$ cat config.mk
export PLATFORM = sky130hd
export DESIGN_NAME = mem_port_arbiter_flat
export DESIGN_NICKNAME = d
export VERILOG_FILES = /design/src/rtl/mem_port_arbiter_if.sv /design/src/rtl/mem_port_arbiter.sv /design/src/flat_wrapper.sv
export SDC_FILE = /design/constraint.sdc
export NUM_CORES = 1
export LEC_CHECK = 0
export ABC_AREA = 0
export CAP_MARGIN = 20
export CORE_AREA = 2 2 259 261
export DETAILED_ROUTE_END_ITERATION = 6
export DIE_AREA = 0 0 261 263
export GPL_TIMING_DRIVEN = 0
export REMOVE_ABC_BUFFERS = 1
export SYNTH_ARGS = -nofsm -noshare
export SYNTH_HDL_FRONTEND = slang
export SYNTH_SLANG_ARGS = --single-unit
$ cat constraint.sdc
create_clock -name clk -period 3.3 [get_ports clk]
set_clock_uncertainty 0.05 [all_clocks]
set_input_delay 0.66 -clock clk [delete_from_list [all_inputs] [get_ports clk]]
set_output_delay 0.66 -clock clk [all_outputs]
set_load 0.02 [all_outputs]
$ cat src/rtl/mem_port_arbiter_if.sv
// Fetch/LSU request side and bridge-facing memory side of the shared port.
// master: requesters plus bridge; slave: the arbiter.
interface mem_port_arbiter_if #(
  parameter int ADDR_WIDTH = 64,
  parameter int DATA_WIDTH = 64
);
  localparam int MW = DATA_WIDTH / 8;

  logic                  i_ren;
  logic [ADDR_WIDTH-1:0] i_raddr;
  logic                  i_rvalid;
  logic [DATA_WIDTH-1:0] i_rdata;

  logic                  d_ren;
  logic [ADDR_WIDTH-1:0] d_raddr;
  logic                  d_wen;
  logic [ADDR_WIDTH-1:0] d_waddr;
  logic [DATA_WIDTH-1:0] d_wdata;
  logic [MW-1:0]         d_wmask;
  logic                  d_rvalid;
  logic [DATA_WIDTH-1:0] d_rdata;
  logic                  d_wvalid;

  logic                  m_ren;
  logic [ADDR_WIDTH-1:0] m_raddr;
  logic                  m_wen;
  logic [ADDR_WIDTH-1:0] m_waddr;
  logic [DATA_WIDTH-1:0] m_wdata;
  logic [MW-1:0]         m_wmask;
  logic                  m_rvalid;
  logic [DATA_WIDTH-1:0] m_rdata;
  logic                  m_wvalid;

  modport master (
    output i_ren, i_raddr,
    output d_ren, d_raddr,
    output d_wen, d_waddr, d_wdata, d_wmask,
    output m_rvalid, m_rdata, m_wvalid,
    input  i_rvalid, i_rdata,
    input  d_rvalid, d_rdata, d_wvalid,
    input  m_ren, m_raddr,
    input  m_wen, m_waddr, m_wdata, m_wmask
  );

  modport slave (
    input  i_ren, i_raddr,
    input  d_ren, d_raddr,
    input  d_wen, d_waddr, d_wdata, d_wmask,
    input  m_rvalid, m_rdata, m_wvalid,
    output i_rvalid, i_rdata,
    output d_rvalid, d_rdata, d_wvalid,
    output m_ren, m_raddr,
    output m_wen, m_waddr, m_wdata, m_wmask
  );
endinterface

$ cat src/rtl/mem_port_arbiter.sv
// Shares the bridge's single read/write port between fetch and LSU.
// One transaction in flight; writes beat reads, reads round-robin.
module mem_port_arbiter #(
  parameter int ADDR_WIDTH = 64,
  parameter int DATA_WIDTH = 64
) (
  input  logic               clk,
  input  logic               rstn,
  mem_port_arbiter_if.slave  bus,
  output logic               busy,
  output logic [1:0]         owner
);
  localparam int MW = DATA_WIDTH / 8;

  localparam logic [1:0] IDLE   = 2'd0;
  localparam logic [1:0] ISSUE  = 2'd1;
  localparam logic [1:0] WAIT_R = 2'd2;
  localparam logic [1:0] WAIT_W = 2'd3;

  localparam logic [1:0] OWN_NONE = 2'b00;
  localparam logic [1:0] OWN_I    = 2'b01;
  localparam logic [1:0] OWN_DR   = 2'b10;
  localparam logic [1:0] OWN_DW   = 2'b11;

  logic [1:0]            state;
  logic [1:0]            own_q;
  logic                  last_d;
  logic                  ren_q;
  logic                  wen_q;
  logic [ADDR_WIDTH-1:0] raddr_q;
  logic [ADDR_WIDTH-1:0] waddr_q;
  logic [DATA_WIDTH-1:0] wdata_q;
  logic [MW-1:0]         wmask_q;

  logic       wr_req;
  logic       rd_i;
  logic       rd_d;
  logic [1:0] gnt;

  // last_d set means data was granted last, so fetch wins a read tie
  assign wr_req = bus.d_wen;
  assign rd_i   = !wr_req && bus.i_ren &&
                  (!bus.d_ren || last_d);
  assign rd_d   = !wr_req && bus.d_ren && !rd_i;

  always_comb begin
    gnt = OWN_NONE;
    unique case (1'b1)
      wr_req:  gnt = OWN_DW;
      rd_i:    gnt = OWN_I;
      rd_d:    gnt = OWN_DR;
      default: gnt = OWN_NONE;
    endcase
  end

  always_ff @(posedge clk or negedge rstn) begin
    if (!rstn) begin
      state   <= IDLE;
      own_q   <= OWN_NONE;
      last_d  <= 1'b1;
      ren_q   <= 1'b0;
      wen_q   <= 1'b0;
      raddr_q <= '0;
      waddr_q <= '0;
      wdata_q <= '0;
      wmask_q <= '0;
    end else begin
      ren_q <= 1'b0;
      wen_q <= 1'b0;
      unique case (state)
        IDLE: begin
          if (gnt != OWN_NONE) begin
            own_q  <= gnt;
            last_d <= (gnt != OWN_I);
            state  <= ISSUE;
            if (gnt == OWN_DW) begin
              wen_q   <= 1'b1;
              waddr_q <= bus.d_waddr;
              wdata_q <= bus.d_wdata;
              wmask_q <= bus.d_wmask;
            end else begin
              ren_q   <= 1'b1;
              raddr_q <= (gnt == OWN_I) ?
                         bus.i_raddr : bus.d_raddr;
            end
          end
        end
        ISSUE: begin
          state <= (own_q == OWN_DW) ? WAIT_W : WAIT_R;
        end
        WAIT_R: begin
          if (bus.m_rvalid) begin
            state <= IDLE;
            own_q <= OWN_NONE;
          end
        end
        WAIT_W: begin
          if (bus.m_wvalid) begin
            state <= IDLE;
            own_q <= OWN_NONE;
          end
        end
        default: begin
          state <= IDLE;
          own_q <= OWN_NONE;
        end
      endcase
    end
  end

  assign bus.m_ren   = ren_q;
  assign bus.m_wen   = wen_q;
  assign bus.m_raddr = raddr_q;
  assign bus.m_waddr = waddr_q;
  assign bus.m_wdata = wdata_q;
  assign bus.m_wmask = wmask_q;

  assign bus.i_rvalid = (state == WAIT_R) &&
                        (own_q == OWN_I) && bus.m_rvalid;
  assign bus.d_rvalid = (state == WAIT_R) &&
                        (own_q == OWN_DR) && bus.m_rvalid;
  assign bus.d_wvalid = (state == WAIT_W) && bus.m_wvalid;
  assign bus.i_rdata  = bus.m_rdata;
  assign bus.d_rdata  = bus.m_rdata;

  assign busy  = (state != IDLE);
  assign owner = own_q;
endmodule
$ cat src/flat_wrapper.sv
// flat-port wrapper written by rule: the top's interface ports become plain ports
module mem_port_arbiter_flat 
#(
  parameter int ADDR_WIDTH = 64,
  parameter int DATA_WIDTH = 64
)
  (clk, rstn, busy, owner, bus_i_ren, bus_i_raddr, bus_d_ren, bus_d_raddr, bus_d_wen, bus_d_waddr, bus_d_wdata, bus_d_wmask, bus_m_rvalid, bus_m_rdata, bus_m_wvalid, bus_i_rvalid, bus_i_rdata, bus_d_rvalid, bus_d_rdata, bus_d_wvalid, bus_m_ren, bus_m_raddr, bus_m_wen, bus_m_waddr, bus_m_wdata, bus_m_wmask);
  mem_port_arbiter_if #(.ADDR_WIDTH(ADDR_WIDTH), .DATA_WIDTH(DATA_WIDTH)) bus_i ();
  input  logic clk;
  input  logic rstn;
  output logic busy;
  output logic [1:0] owner;
  input wire logic [$bits(bus_i.i_ren)-1:0] bus_i_ren;
  input wire logic [$bits(bus_i.i_raddr)-1:0] bus_i_raddr;
  input wire logic [$bits(bus_i.d_ren)-1:0] bus_d_ren;
  input wire logic [$bits(bus_i.d_raddr)-1:0] bus_d_raddr;
  input wire logic [$bits(bus_i.d_wen)-1:0] bus_d_wen;
  input wire logic [$bits(bus_i.d_waddr)-1:0] bus_d_waddr;
  input wire logic [$bits(bus_i.d_wdata)-1:0] bus_d_wdata;
  input wire logic [$bits(bus_i.d_wmask)-1:0] bus_d_wmask;
  input wire logic [$bits(bus_i.m_rvalid)-1:0] bus_m_rvalid;
  input wire logic [$bits(bus_i.m_rdata)-1:0] bus_m_rdata;
  input wire logic [$bits(bus_i.m_wvalid)-1:0] bus_m_wvalid;
  output wire logic [$bits(bus_i.i_rvalid)-1:0] bus_i_rvalid;
  output wire logic [$bits(bus_i.i_rdata)-1:0] bus_i_rdata;
  output wire logic [$bits(bus_i.d_rvalid)-1:0] bus_d_rvalid;
  output wire logic [$bits(bus_i.d_rdata)-1:0] bus_d_rdata;
  output wire logic [$bits(bus_i.d_wvalid)-1:0] bus_d_wvalid;
  output wire logic [$bits(bus_i.m_ren)-1:0] bus_m_ren;
  output wire logic [$bits(bus_i.m_raddr)-1:0] bus_m_raddr;
  output wire logic [$bits(bus_i.m_wen)-1:0] bus_m_wen;
  output wire logic [$bits(bus_i.m_waddr)-1:0] bus_m_waddr;
  output wire logic [$bits(bus_i.m_wdata)-1:0] bus_m_wdata;
  output wire logic [$bits(bus_i.m_wmask)-1:0] bus_m_wmask;
  assign bus_i.i_ren = bus_i_ren;
  assign bus_i.i_raddr = bus_i_raddr;
  assign bus_i.d_ren = bus_d_ren;
  assign bus_i.d_raddr = bus_d_raddr;
  assign bus_i.d_wen = bus_d_wen;
  assign bus_i.d_waddr = bus_d_waddr;
  assign bus_i.d_wdata = bus_d_wdata;
  assign bus_i.d_wmask = bus_d_wmask;
  assign bus_i.m_rvalid = bus_m_rvalid;
  assign bus_i.m_rdata = bus_m_rdata;
  assign bus_i.m_wvalid = bus_m_wvalid;
  assign bus_i_rvalid = bus_i.i_rvalid;
  assign bus_i_rdata = bus_i.i_rdata;
  assign bus_d_rvalid = bus_i.d_rvalid;
  assign bus_d_rdata = bus_i.d_rdata;
  assign bus_d_wvalid = bus_i.d_wvalid;
  assign bus_m_ren = bus_i.m_ren;
  assign bus_m_raddr = bus_i.m_raddr;
  assign bus_m_wen = bus_i.m_wen;
  assign bus_m_waddr = bus_i.m_waddr;
  assign bus_m_wdata = bus_i.m_wdata;
  assign bus_m_wmask = bus_i.m_wmask;
  mem_port_arbiter #(.ADDR_WIDTH(ADDR_WIDTH), .DATA_WIDTH(DATA_WIDTH)) u_core (.clk(clk), .rstn(rstn), .bus(bus_i), .busy(busy), .owner(owner));
endmodule
### Word level (Yosys, flattened, before mapping)

Index checks and enable logic that the tools add are counted.

* add/sub/neg operators: 0
* multipliers: 0
* divide/modulo/power cells: 0
* order comparisons: 0
* eq/ne operators: 12
* shift-type cells: 0
* multiplexer cells: 15
* bitwise logic cells: 1
* reduce and logical (&&, ||, !) cells: 22

Operator list (count)
* $mux 64: 1
* $pmux 2 s3: 2
* $eq 2x2->1 const B: 5
* $logic_and 1x1->1: 9
* $reduce_and 3->1: 3
* $mux 2: 4
* $pmux 2 s4: 1
* $mux 1: 7
* $eq 2x1->1 const B: 3
* $ne 2x1->1 const B: 2
* $ne 2x2->1 const B: 2
* $reduce_and 4->1: 1
* $reduce_bool 2->1: 2
* $logic_not 1->1: 3
* $reduce_bool 3->1: 1
* $logic_not 2->1: 1
* $reduce_and 2->1: 1
* $logic_or 1x1->1: 1
* $not 1->1: 1

* register bits after elaboration: 207
* latch bits: 0
* bits in writable memories: 0
* memory bits (read-only): 0
* word-level logic and storage cells: 59
* memories: 0

### Longest topological paths before layout

Gate-level depths: netlist (run 1).

* depth in word-level cells: 10
* gate-level depth with buffers: 10
* mapped depth without buffers: 7

### Worst setup path before layout (run 1)

Ideal clock, no wire load.

* path type: input -> register
* start point: input port bus_d_ren
* end point: register u_core.waddr_q[38] (netlist: u_core.bus.m_waddr[38])
* library setup time: 0.125 ns
* arrival time: 2.281 ns
* slack: 0.844 ns
* stages on the path: 10
* cell sequence: nand2b_1 buf_2 a21oi_1 ha_1 nor3_4 and2_1 buf_6 buf_12 buf_12 mux2_4

* word-level cells in the longest chain between the ends: 8
* elaborated cells between the ends (all ways): 10

RTL lines
* start, declared: RTL line flat_wrapper.sv:15 `input wire logic [$bits(bus_i.d_ren)-1:0] bus_d_ren;`
* $logic_not 1->1: RTL line mem_port_arbiter.sv:43 `(!bus.d_ren || last_d);`
* $logic_or 1x1->1: RTL line mem_port_arbiter.sv:43
* $logic_and 1x1->1: RTL line mem_port_arbiter.sv:42 `assign rd_i = !wr_req && bus.i_ren &&`
* $logic_not 1->1: RTL line mem_port_arbiter.sv:44 `assign rd_d = !wr_req && bus.d_ren && !rd_i;`
* $logic_and 1x1->1: RTL line mem_port_arbiter.sv:44
* $pmux 2 s3 (*): RTL line mem_port_arbiter.sv:48 `unique case (1'b1)`
* $eq 2x2->1 or $reduce_bool 2->1 (tied branches): RTL line mem_port_arbiter.sv:76, mem_port_arbiter.sv:72
* $reduce_and 3->1 (no source line) (*)
* end signal, assigned: RTL line mem_port_arbiter.sv:78 `waddr_q <= bus.d_waddr;`
* end, declared: RTL line mem_port_arbiter.sv:31 `logic [ADDR_WIDTH-1:0] waddr_q;`

Every way passes the cells marked *; elsewhere a longest branch is shown, timed or not.
A chain may end at the register's enable or synchronous reset.

### Worst setup path after layout (run 1)

* start point: input port bus_i_ren
* end point: register u_core.raddr_q[18] (netlist: u_core.bus.m_raddr[18])

* word-level cells in the longest chain between the ends: 8
* elaborated cells between the ends (all ways): 11

RTL lines
* start, declared: RTL line flat_wrapper.sv:13 `input wire logic [$bits(bus_i.i_ren)-1:0] bus_i_ren;`
* $logic_and 1x1->1 (*) (2 in series): RTL line mem_port_arbiter.sv:42
* $logic_not 1->1: RTL line mem_port_arbiter.sv:44
* $logic_and 1x1->1: RTL line mem_port_arbiter.sv:44
* $pmux 2 s3 (*): RTL line mem_port_arbiter.sv:48
* $eq 2x2->1: RTL line mem_port_arbiter.sv:76 `if (gnt == OWN_DW) begin`
* $not 1->1 (no source line)
* $reduce_and 3->1 (no source line)
* end signal, assigned: RTL line mem_port_arbiter.sv:83 `raddr_q <= (gnt == OWN_I) ?`
* end, declared: RTL line mem_port_arbiter.sv:30 `logic [ADDR_WIDTH-1:0] raddr_q;`

Marks and branches as above.

==> impl_metrics.csv, run 1 <==
group,metric,value,unit
clocking,clk_pin_slew,0.06,ns
synthesis,synth-warning-count,0,
setup_path,cp-start-kind,"input port",
sta,layout_min_cycle_time,3.15,ns
clocking,cts_sinks,207,
route,firstDrtPassIters,5,
cells_and_area,fillers,6922,
setup_path,critical_path_buf_inv_count,8,
synthesis,synth.distinct_cells,29,
cells_and_area,fin_area,15400,µm²
power,leakage,0.00592,µW
route,via_per_inst,3.89,
cells_and_area,area.growth.synth_to_final,58.8,%
route,drcViolationCount,0,
setup_path,worstPathRequired,3.72,ns
place,dp.cells,1993,
floorplanning,dieArea,68600,µm²
route,drt-wirelength-per-cell,22.5,µm
sta,fmax,317,MHz
sta,hold_viol_final,0,
route,ant_nets,0,
clocking,clk_latency,0.55,ns
place,dp_slack,-1.94,ns
setup_path,r2r_end,"u_core.bus.m_waddr[7]",
place,place_congestion,0.835,
setup_path,r2r_setup_slack,0.19,ns
setup_path,path_cells,"clkdlybuf4s50_1 > nand2_1 > a21oi_2 > inv_1 > ha_2 > nor4_4 > buf_12 > buf_4 > buf_4 > buf_4 > buf_4 > buf_4 > nor2_1 > a31oi_1",
cells_and_area,seqCellArea,5180,µm²
clocking,ctsHoldBuffers,0,
sta,setup_viol,0,
clocking,cts_max_level,1,
worst_hold_path,hold_path.class,"input port to asynchronous set/reset pin",
global_route,grt_max_degree,113,
route,num_vias,7944,
synthesis,yosysSeqAreaShare,0.534,
clocking,cts_buffer_depth,3,
clocking,tritoncts,"done",
global_route,grt_pass1_wl,61500,µm
floorplanning,fp-row-count,94,
global_route,grt_overflow,0,
sta,post-route-period-util,0.955,
sta,relSlewSlack,0.447,
setup_path,cp.arrival,3.57,ns
setup_path,regToRegStartpoint,"u_core.last_d",
sta,hold_slack,0.0756,ns
synthesis,syn_inst,820,
setup_path,max_stage_delay,0.56,ns
synthesis,netlist_area,9700,µm²
sta,worst_slack,0.149,ns
place,hpwl,34900,µm
outcome,status,"finished, final reports clean",
global_route,grt_usage,0.126,
sta,rsz0062_at_grt,"false",
cells_and_area,multi_input_comb_area,3250,µm²
route,routed_wl,46000,µm
setup_path,worst_setup_path_end_kind,"flop",
floorplanning,initial_core_util,0.148,
power,p_per_area,968,nW/µm²
floorplanning,core,65600,µm²
place,placed_cell_area,14500,µm²
global_route,grt_pass1_vias,8163,
clocking,cts_buffers,25,
setup_path,r2r_cells,8,
setup_path,critPathMostFrequentCell,"buf_4",
cells_and_area,drive_gt1_frac,0.178,
floorplanning,io_pins,671,
clocking,cts-root-buf,"clkbuf_16",
sta,drv_slew,0,
flow_run,cap_viol_max_count,0,
sta,worst_pin_slew,0.829,ns
power,finalPower,14900,µW
setup_path,worstPathMaxFanout,36,
setup_path,critical_path.top_delay_family,"buffers and inverters",
synthesis,avgSynthCellArea,11.8,µm²
synthesis,synth-seq-cells,207,
power,peakVddDrop,0.417,mV
setup_path,path_class,"input port to flop",
setup_path,slowest_stage,"clkdlybuf4s50_1",
floorplanning,die_x,261,µm
place,port-buffer-count,478,
cells_and_area,final_nets,1495,
route,drtIter0Drc,444,
global_route,antenna_found_initial,5,
floorplanning,die_h,263,µm
cells_and_area,final_cells,2043,
worst max-delay path by stage:
stage | slack (ns) | end | cells after the start | start
after floorplan | -8.51 | u_core.bus.m_raddr[0] | 5 | bus_d_ren
after global placement | -13.90 | u_core.bus.m_raddr[23] | 6 | bus_d_ren
after detailed placement | -1.94 | u_core.bus.m_raddr[18] | 17 | bus_d_ren
after CTS | 0.03 | u_core.bus.m_raddr[18] | 15 | bus_i_ren
after global routing | 0.02 | u_core.bus.m_raddr[1] | 14 | bus_i_ren
final | 0.15 | u_core.bus.m_raddr[18] | 14 | bus_i_ren
logic make-up (layout without fill, tap and decap cells):
group | Yosys count | count (layout) | share of synthesized area
buffers and inverters | 190 | 543 | 0.139
flip-flops | 207 | 207 | 0.534
adder cells (fa/ha/maj) | 2 | 2 | 0.00258
AND/OR/NAND/NOR | 147 | 149 | 0.0701
AO/OA/AOI/OAI | 137 | 137 | 0.0801
other | 0 | 4 | 0
multiplexers | 137 | 137 | 0.174
power by group:
group	total [µW]	internal (µW)	switching, µW
logic	7430	3860	3570
registers	4630	3840	788
clock network	2850	1710	1140
total	14900	9410	5500
stage by stage:
stage	utilization	setup TNS (ns)
after global placement	0.217	-3450.99
after global routing	0.235	0
after floorplan	-	-1040.73
final	0.235	0
after CTS	0.235	0
after detailed placement	0.221	-156.80
layer usage:
layer,vias up,track usage,share of wire
met3,73,0.112,0.21
met1,3746,0.131,0.36
met2,697,0.178,0.40
met5,-,0.0527,0.011
met4,18,0.0367,0.026
li1,3410,-,-
cells in the final DEF (no fill, tap or decap), types with 2 or more instances in the layout:
cell type,instances
buf_4,9
inv_6,2
diode_2,4
nor2_1,67
buf_12,5
mux2_4,40
nor2b_4,2
nand2_1,2
a21oi_2,2
and2_1,2
o2bb2ai_1,2
clkbuf_8,4
buf_16,3
a31oi_1,66
nand3_1,64
a21oi_1,2
inv_1,3
nor3b_1,2
ha_2,2
clkdlybuf4s50_1,476
nand2b_2,2
clkinv_2,5
dfrtp_1,206
clkbuf_1,5
bufinv_16,3
clkbuf_16,25
o21ai_0,64
mux2_2,97
cells in the mapped netlist:
master	number	area, µm²
o21ai_0	64	320
o2bb2ai_1	2	17.5
a31oi_1	66	413
clkbuf_1	22	82.6
nor3b_1	2	15.0
a21oi_1	4	20.0
buf_2	16	80.1
nor3_4	1	16.3
o22ai_1	1	6.26
nand3b_1	1	7.51
buf_12	5	100
or3_1	1	6.26
nand2_1	2	7.51
buf_4	138	1040
and3_1	1	6.26
nor2b_1	2	12.5
and2_1	3	18.8
buf_1	4	15.0
inv_1	3	11.3
nand2b_1	2	12.5
nor4_1	1	6.26
dfstp_2	1	26.3
nor2_1	67	251
dfrtp_1	206	5150
mux2_2	97	1090
buf_6	2	22.5
mux2_4	40	601
ha_1	2	25.0
nand3_1	64	320
sequential cells by signal, summed over array words and instances, names as in the netlist:
register and count:
u_core.bus.m_wmask 8, u_core.bus.m_raddr 64, u_core.owner 2, u_core.last_d 1, u_core.bus.m_wdata 64, u_core.bus.m_waddr 64
u_core.bus.m_ren 1, u_core.bus.m_wen 1, u_core.state 2
final cells by class:
| class | instances | share of cell area |
|---|---|---|
| Sequential cell | 207 | 0.336 |
| Timing Repair Buffer | 496 | 0.328 |
| Multi-Input combinational cell | 425 | 0.211 |
| Tap cell | 864 | 0.0701 |
| Clock buffer | 34 | 0.0454 |
| Clock inverter | 10 | 0.00861 |
| Inverter | 3 | 0.000731 |
| Antenna cell | 4 | 0.000649 |
repair_timing:
action,in CTS,in global routing
hold endpoints to repair,0,0
gates resized for setup,7,3
pin swaps,1,0
cloned,1,1
setup endpoints to repair,145,61
setup buffers,3,0
Note: power is estimated with default switching activity, not from simulation.
==> inputs of run 2 (changes only) <==
--- a/config.mk
+++ b/config.mk
@@ -6,6 +6,7 @@
 export NUM_CORES = 1
 export LEC_CHECK = 0
 export ABC_AREA = 0
+export ABC_CLOCK_PERIOD_IN_PS = 3300
 export CAP_MARGIN = 20
 export CORE_AREA = 2 2 259 261
 export DETAILED_ROUTE_END_ITERATION = 6
==> results of run 2 <==
The final DEF is identical to that of run 1; final timing and power are the same.
==> inputs of run 3 (changes only) <==
--- a/config.mk
+++ b/config.mk
@@ -9,10 +9,12 @@
 export ABC_CLOCK_PERIOD_IN_PS = 3300
 export CAP_MARGIN = 20
 export CORE_AREA = 2 2 259 261
+export CTS_BUF_LIST = sky130_fd_sc_hd__clkbuf_16
 export DETAILED_ROUTE_END_ITERATION = 6
 export DIE_AREA = 0 0 261 263
 export GPL_TIMING_DRIVEN = 0
 export REMOVE_ABC_BUFFERS = 1
+export SETUP_SLACK_MARGIN = 0.05
 export SYNTH_ARGS = -nofsm -noshare
 export SYNTH_HDL_FRONTEND = slang
 export SYNTH_SLANG_ARGS = --single-unit
==> constraint.sdc (replaced) <==
create_clock -name clk -period 3.3 [get_ports clk]
set_clock_uncertainty 0.05 [all_clocks]
set_input_delay 0.66 -clock clk [delete_from_list [all_inputs] [get_ports clk]]
set_output_delay 0.66 -clock clk [all_outputs]
set_load 0.05 [all_outputs]
==> run 3 against run 2 <==
Compared with the run above: wire length up 0.33%; highest routed layer unchanged; global-route usage about the same; worst hold slack worse by 0.0036 ns; largest power group unchanged; critical endpoint is now u_core.bus.m_waddr[7]; critical path type is now flop to flop.
==> impl_metrics.csv, run 3 (synthesized netlist as in run 1, its figures left out) <==
group,metric,value,unit
outcome,status,"finished, final reports clean",
power,finalPower,17800,µW
power,p_int,9300,µW
cells_and_area,area.growth.synth_to_final,59.0,%
clocking,cts_sinks,207,
floorplanning,io_pins,671,
setup_path,worstPathMaxFanout,48,
global_route,grt_overflow,0,
clocking,tritoncts,"done",
clocking,clk_pin_slew,0.06,ns
sta,hold_viol_final,0,
sta,drv_slew,0,
sta,post-route-period-util,0.943,
global_route,grt_usage,0.126,
cells_and_area,fillers,6917,
place,place_congestion,0.835,
global_route,grt_pass1_wl,61500,µm
cells_and_area,drive_gt1_frac,0.178,
place,hpwl,34900,µm
global_route,antenna_found_initial,4,
route,drcViolationCount,0,
power,switching_share,0.477,
setup_path,cp.arrival,3.49,ns
floorplanning,initial_core_util,0.148,
clocking,cts-root-buf,"clkbuf_16",
place,dp_slack,-1.94,ns
sta,worst_pin_slew,0.910,ns
cells_and_area,fin_area,15400,µm²
sta,relSlewSlack,0.391,
route,via_per_inst,3.86,
power,pwr-share-comb,0.586,
clocking,ctsHoldBuffers,0,
sta,setup_viol,0,
clocking,cts_buffers,25,
power,peakVddDrop,0.601,mV
power,leakage,0.00599,µW
power,p_switching,8490,µW
sta,worst_slack,0.188,ns
cells_and_area,final_cell_mix,"clkdlybuf4s50_1 (472), dfrtp_1 (206), mux2_2 (97)",
route,ant_nets,0,
route,routed_wl,46200,µm
floorplanning,dieArea,68600,µm²
power,pwr-share-clk,0.154,
worst_hold_path,hold_path.class,"input port to asynchronous set/reset pin",
clocking,cts_buffer_depth,3,
setup_path,path_class,"flop to flop",
power,p_per_area,1150,nW/µm²
clocking,cts_max_level,1,
sta,rsz0062_at_grt,"false",
sta,fmax,321,MHz
floorplanning,fp-row-count,94,
power,power_frac_seq,0.260,
setup_path,worst_setup_path_end_kind,"flop",
flow_run,cap_viol_max_count,0,
route,drtIter0Drc,431,
floorplanning,die_x,261,µm
cells_and_area,final_common_cell,"clkdlybuf4s50_1",
sta,layout_min_cycle_time,3.11,ns
global_route,grt_pass1_vias,8167,
global_route,grt_max_degree,113,
route,num_vias,7913,
floorplanning,core,65600,µm²
setup_path,cp-start-kind,"flop",
sta,hold_slack,0.0720,ns
setup_path,worstPathRequired,3.68,ns
floorplanning,die_h,263,µm
route,firstDrtPassIters,5,
place,port-buffer-count,478,
clocking,clk_latency,0.55,ns
route,drt-wirelength-per-cell,22.5,µm
cells_and_area,final_nets,1500,
place,placed_cell_area,14500,µm²
## run 3: cell types whose count changed in the layout (fill, tap and decap cells not counted), sizes merged, moves of 3 or more
cell           change
clkbuf             -9
inv                +5
buf                +4
clkdlybuf4s50      -4
clkinv             +4
dlymetal6s2s       +3
## run 3: cell type report
type                       count  area (µm²)  share of cell area
multi-input combinational    426        3250               0.211
clock buffer                  25         626              0.0405
sequential                   207        5180               0.336
clock inverter                19         166              0.0108
timing repair buffer         500        5100               0.331
tap                          864        1080              0.0700
inverter                       3        11.3            0.000730
antenna                        5        12.5            0.000811
## run 3: critical path: stages (launching register included)
cell and delay (ns):
dfstp_2 0.56, nand2b_4 0.14, a21oi_2 0.06, buf_4 0.14, ha_2 0.22, nor3_4 0.35
and2_4 0.38, buf_16 0.30, buf_16 0.28, mux2_2 0.38
## run 3: per-stage QoR
step           utilization  setup TNS [ns]  cells
2_1_floorplan            -        -1040.73    633
3_3_place_gp         0.217        -3450.99   1975
3_5_place_dp         0.221         -156.80   1993
4_1_cts              0.234               0   2040
5_1_grt              0.235               0   2044
6_report             0.235               0   2049
## run 3: worst paths after layout
check / start / end / slack, ns / cells past startpoint
worst max register to register: u_core.last_d / u_core.bus.m_waddr[7] / 0.19 / 9
worst min register to register: u_core.bus.m_wdata[47] / u_core.bus.m_wdata[47] / 0.45 / 1
worst max-delay path: u_core.last_d / u_core.bus.m_waddr[7] / 0.19 / 9
max in group asynchronous: rstn / u_core.bus.m_waddr[18] / 2.05 / 2
min in group clk: u_core.bus.m_wdata[47] / u_core.bus.m_wdata[47] / 0.45 / 1
worst min-delay path: rstn / u_core.bus.m_raddr[63] / 0.07 / 1
## run 3: what timing repair did
action / in CTS / in global routing
endpoints found under the hold margin: 0 / 0
gates cloned: 1 / 2
buffers inserted: 3 / 4
pin swaps: 1 / 2
setup endpoints to repair: 149 / 63
gates resized for setup: 11 / 7
## run 3: power groups by stage
stage	clock network [µW]	registers (µW)	logic (µW)
6_report	2750	4620	10400
4_1_cts	2890	4640	10500
3_3_place_gp	0	4610	10500
3_5_place_dp	0	4650	10400
2_1_floorplan	0	8990	2290
5_1_grt	2990	4780	10900
## run 3: routing by layer
layer  share of wire  GRT usage
met1            0.36      0.132
met2            0.40      0.178
met3            0.20      0.112
met4           0.025     0.0367
met5           0.011     0.0527
==> RTL edit 1, RTL diff (settings of run 3) <==
`ADDR_WIDTH` is set to 64 in 3 places; all go to 72.
--- a/src/rtl/mem_port_arbiter_if.sv
+++ b/src/rtl/mem_port_arbiter_if.sv
@@ -2,5 +2,5 @@
 // master: requesters plus bridge; slave: the arbiter.
 interface mem_port_arbiter_if #(
-  parameter int ADDR_WIDTH = 64,
+  parameter int ADDR_WIDTH = 72,
   parameter int DATA_WIDTH = 64
 );
--- a/src/rtl/mem_port_arbiter.sv
+++ b/src/rtl/mem_port_arbiter.sv
@@ -2,5 +2,5 @@
 // One transaction in flight; writes beat reads, reads round-robin.
 module mem_port_arbiter #(
-  parameter int ADDR_WIDTH = 64,
+  parameter int ADDR_WIDTH = 72,
   parameter int DATA_WIDTH = 64
 ) (
--- a/src/flat_wrapper.sv
+++ b/src/flat_wrapper.sv
@@ -2,5 +2,5 @@
 module mem_port_arbiter_flat 
 #(
-  parameter int ADDR_WIDTH = 64,
+  parameter int ADDR_WIDTH = 72,
   parameter int DATA_WIDTH = 64
 )
Interface: changed (5 resized); port bits go from 671 to 711. No check against the original RTL was run, so the function may have changed too.
==> RTL edit 1 against run 3 <==
- count of clock-buffer cells in the layout rose by 4
- sequential share of layout area rose by 0.35 points
- via count rose by 9.3%
- routed wire length rose by 4.2%
- sequential cell count rose by 16
- register-to-register slack improved by 0.18 ns
- worst setup slack improved by 0.011 ns
- critical endpoint is now bus_d_rvalid
- area after synthesis rose by 4.8%
- total power rose by 7.1%
- non-clock buffer count rose by 37
- utilization rose by 1.6 points
- final area rose by 6.6%
==> RTL edit 1: results (changes against run 3) <==
Status: finished clean
Slowest-stage cell, CP: clkdlybuf4s50_1
Final GP Congestion: 0.764 (-8.5%)
Comb_multi_in: 465 (+9.2%)
Routing usage on met2: 19.1% (+1.3 points)
Post-Syn Instances: 882 (+7.6%)
Buffering overhead: 33.4% (+0.32 points)
Yosys reg bits: 223 (+7.7%)
CTS Hold Buffers Added: 1 (+1)
Crit-path max FO: 10 (-79%)
Synth cell types: 26 (-10%)
Mapped Avg Cell Area: 11.5 µm² (-2.6%)
Syn-to-layout area delta: 61.8%
Met1 wire length: 18.4 mm (+9.5%)
Synth Area in Adders: 0.246% (-0.012 points)
Global-route usage over all layers: 13.2% (+0.64 points)
Wire length on met3: 8.86 mm (-6.1%)
Initial antenna violation count: 9 (+5)
Area contributors post-synth: dfrtp_1 (55%), mux2_2 (16%), buf_4 (9.7%)
Share of cells above drive strength 1: 17.0% (-0.78 points)
Met3 usage: 10.6% (-0.57 points)
FF-to-FF path depth: 12 (+3)
Largest net degree at the start of global routing: 104 (-8.0%)
Peak supply drop: 615 µV (+2.3%)
Max stage delay on crit path: 0.86 ns (+0.30 ns)
Met2 routed WL: 19.5 mm (+6.8%)
DP HPWL: 36.9 mm (+5.8%)
CP delay by family, top: buffers and inverters
RTL edit 1: cell count changes after synthesis, moves of 4 or more:
cell / before / now
a31oi_1: 66 / 74
buf_1: 4 / 0
buf_12: 5 / 0
buf_4: 138 / 132
buf_6: 2 / 6
clkbuf_1: 22 / 40
dfrtp_1: 206 / 222
mux2_2: 97 / 145
mux2_4: 40 / 0
nand3_1: 64 / 72
nor2_1: 67 / 75
o21ai_0: 64 / 72
RTL edit 1: report_power, final:
| part | internal (W) | total [W] | switching (W) |
|---|---|---|---|
| clock network | 0.00184 | 0.00314 | 0.00130 |
| logic | 0.00395 | 0.0110 | 0.00703 |
| registers | 0.00413 | 0.00495 | 0.000815 |
RTL edit 1: worst reg2reg max path, cell delays in order (launching register included):
cell	delay (ns)
dfstp_2	0.59
nand2_1	0.07
a21oi_1	0.26
inv_1	0.08
ha_1	0.26
nor4_4	0.25
buf_6	0.25
buf_6	0.21
buf_6	0.21
buf_8	0.19
buf_6	0.20
nor2_1	0.06
a31oi_1	0.15
==> RTL edit 2, RTL diff (config.mk and constraints of run 3) <==
Without the edit above. Make the reset (`rstn`) synchronous in one clocked block.
--- a/src/rtl/mem_port_arbiter.sv
+++ b/src/rtl/mem_port_arbiter.sv
@@ -54,5 +54,5 @@
   end
 
-  always_ff @(posedge clk or negedge rstn) begin
+  always_ff @(posedge clk) begin
     if (!rstn) begin
       state   <= IDLE;
Check against the original RTL: not settled (the Yosys comparison gave no result); the edit may change what the design does.
==> RTL edit 2 against run 3 <==
- area after synthesis down 6.6%
- non-clock buffer count up 4
- worst setup slack worse by 0.054 ns
- final area down 3.6%
- sequential cell count unchanged
- routed wire length up 7.1%
- register-to-register slack better by 0.66 ns
Power is not compared: it rests on default switching activity, and its combinational part moved more than twofold at a synthesized area within 25%.
==> RTL edit 2: results (changes against run 3) <==
Status: finished clean
Fillers: 7121 (+2.9%)
Final GP Congestion: 0.803 (-3.8%)
Global-route wire length before repair: 68.4 mm (+11%)
Leak pwr: 5.01 nW
Yosys warns: 0 (unchanged)
Slowest-stage cell, CP: clkdlybuf4s50_1
Crit path DAT: 2.46 ns (-1.03 ns)
Xor/xnor share of the synthesized area: 0% (unchanged)
Initial antenna violation count: 8 (+4)
CTS root buffer: clkbuf_16
First-pass detailed-route iteration total: 5 (unchanged)
Global-route usage over all layers: 13.6% (+0.98 points)
Synth cell types: 30 (+3.4%)
Crit-path max FO: 10 (-79%)
Worst Tran Pin Value: 0.901 ns (-0.00967 ns)
Htree depth: 1 (unchanged)
Compound-gate portion of the synthesized area: 21.6% (+14 points)
NumNets Final: 1776 (+18%)
Peak supply drop: 304 µV
Synth Area in Adders: 0% (-0.26 points)
CTS buffer count: 27 (+8.0%)
Port Buffers: 478 (unchanged)
Share of cells above drive strength 1: 5.48% (-12 points)
Inst Count DP: 2273 (+14%)
Critical path class: reg -> out
Max stage delay on crit path: 0.97 ns (+0.41 ns)
Area contributors post-synth: dfxtp_1 (46%), nand2_1 (11%), a21oi_1 (11%)
DR iter-0 viols: 614 (+42%)
Routed Wire Length: 49.5 mm (+7.1%)
Ys flop type: dfxtp_1
Largest net degree at the start of global routing: 108 (-4.4%)
Mapped Avg Cell Area: 7.95 µm² (-33%)
Drt wl/cell: 21.3 µm (-5.6%)
Synth top cells by count: nand2_1 (276), dfxtp_1 (207), a21oi_1 (203)
Min-Delay Path Class: reg -> reg
DP HPWL: 38.1 mm (+9.0%)
Post-synthesis sequential area ratio: 45.7% (-7.7 points)
Worst-case clock buffer depth: 3 (unchanged)
Multiplexer share of the synthesized area: 0% (-17 points)
Via count: 9763 (+23%)
Reg clk slew, reported paths: 0.06 ns (about the same)
Clock insertion delay at the later pin of the skew report: 0.55 ns (about the same)
Worst slack, placed: -0.592 ns (+1.34 ns)
Ys async rst share: 0% (-100 points)
CP delay by family, top: buffers and inverters
[RTL edit 2: cell types whose count changed in the layout (fill, tap and decap cells not counted), moves of 64 or more]
| cell | run 3 | this run |
|---|---|---|
| nand2_1 | 2 | 276 |
| dfxtp_1 | 0 | 207 |
| dfrtp_1 | 206 | 0 |
| a21oi_1 | 2 | 203 |
| mux2_2 | 97 | 0 |
| a31oi_1 | 66 | 0 |
| a311oi_1 | 0 | 64 |
| nor2_1 | 67 | 3 |
[RTL edit 2: cell families after synthesis]
group           count (synthesis)
simple gates                  361
flops                         207
buf+inv                       233
compound gates                339
[RTL edit 2: cell type report]
cell class	count	share of cell area, %
Antenna cell	2	0.0337
Clock buffer	27	4.54
Clock inverter	21	1.49
Inverter	1	0.0589
Multi-Input combinational cell	700	23.6
Sequential cell	207	27.9
Tap cell	864	7.27
Timing Repair Buffer	504	35.2
[RTL edit 2: what timing repair did]
item,4_1_cts,5_1_grt
cloned,0,0
hold endpoints to repair,0,0
gates resized for setup,1,0
setup buffers,0,3
endpoints found under the setup margin,3,4
[RTL edit 2: tightest hold or removal path, cell delays in order (launching register included)]
cell and delay, ns:
dfxtp_1 0.30, nand2_1 0.05, a21oi_1 0.05
[RTL edit 2: metrics by stage]
| stage | cell area, µm² | hold slack (ns) |
|---|---|---|
| floorplan | 7610 | 0.494 |
| global placement | 13500 | 0.392 |
| detailed placement | 13900 | 0.397 |
| CTS | 14800 | 0.404 |
| global route | 14900 | 0.421 |
| finish | 14900 | 0.403 |
[RTL edit 2: report_power, final]
| group | leakage, nW | internal [W] | switching, W |
|---|---|---|---|
| clock | 0.446 | 0.00180 | 0.00120 |
| combinational | 2.86 | 0.000944 | 0.00150 |
| sequential | 1.70 | 0.00273 | 0.000143 |
| total | 5.01 | 0.00548 | 0.00284 |
[RTL edit 2: path summary, 6_finish.rpt]
check	from	to	slack [ns]	depth (start not counted)
max	u_core.state[0]	busy	0.13	2
min	u_core.bus.m_wdata[39]	u_core.bus.m_wdata[39]	0.40	2
max reg2reg	u_core.state[1]	u_core.bus.m_raddr[44]	0.85	6
min reg2reg	u_core.bus.m_wdata[39]	u_core.bus.m_wdata[39]	0.40	2
[RTL edit 2: routing by layer]
layer  global-route usage [%]  vias up  part of all wire [%]
met2                     19.2      750                    39
met1                     14.9     4511                    38
li1                         -     4394                     -
met5                     5.13        -                  0.99
met4                     4.50       20                   3.1
met3                     10.6       88                    19
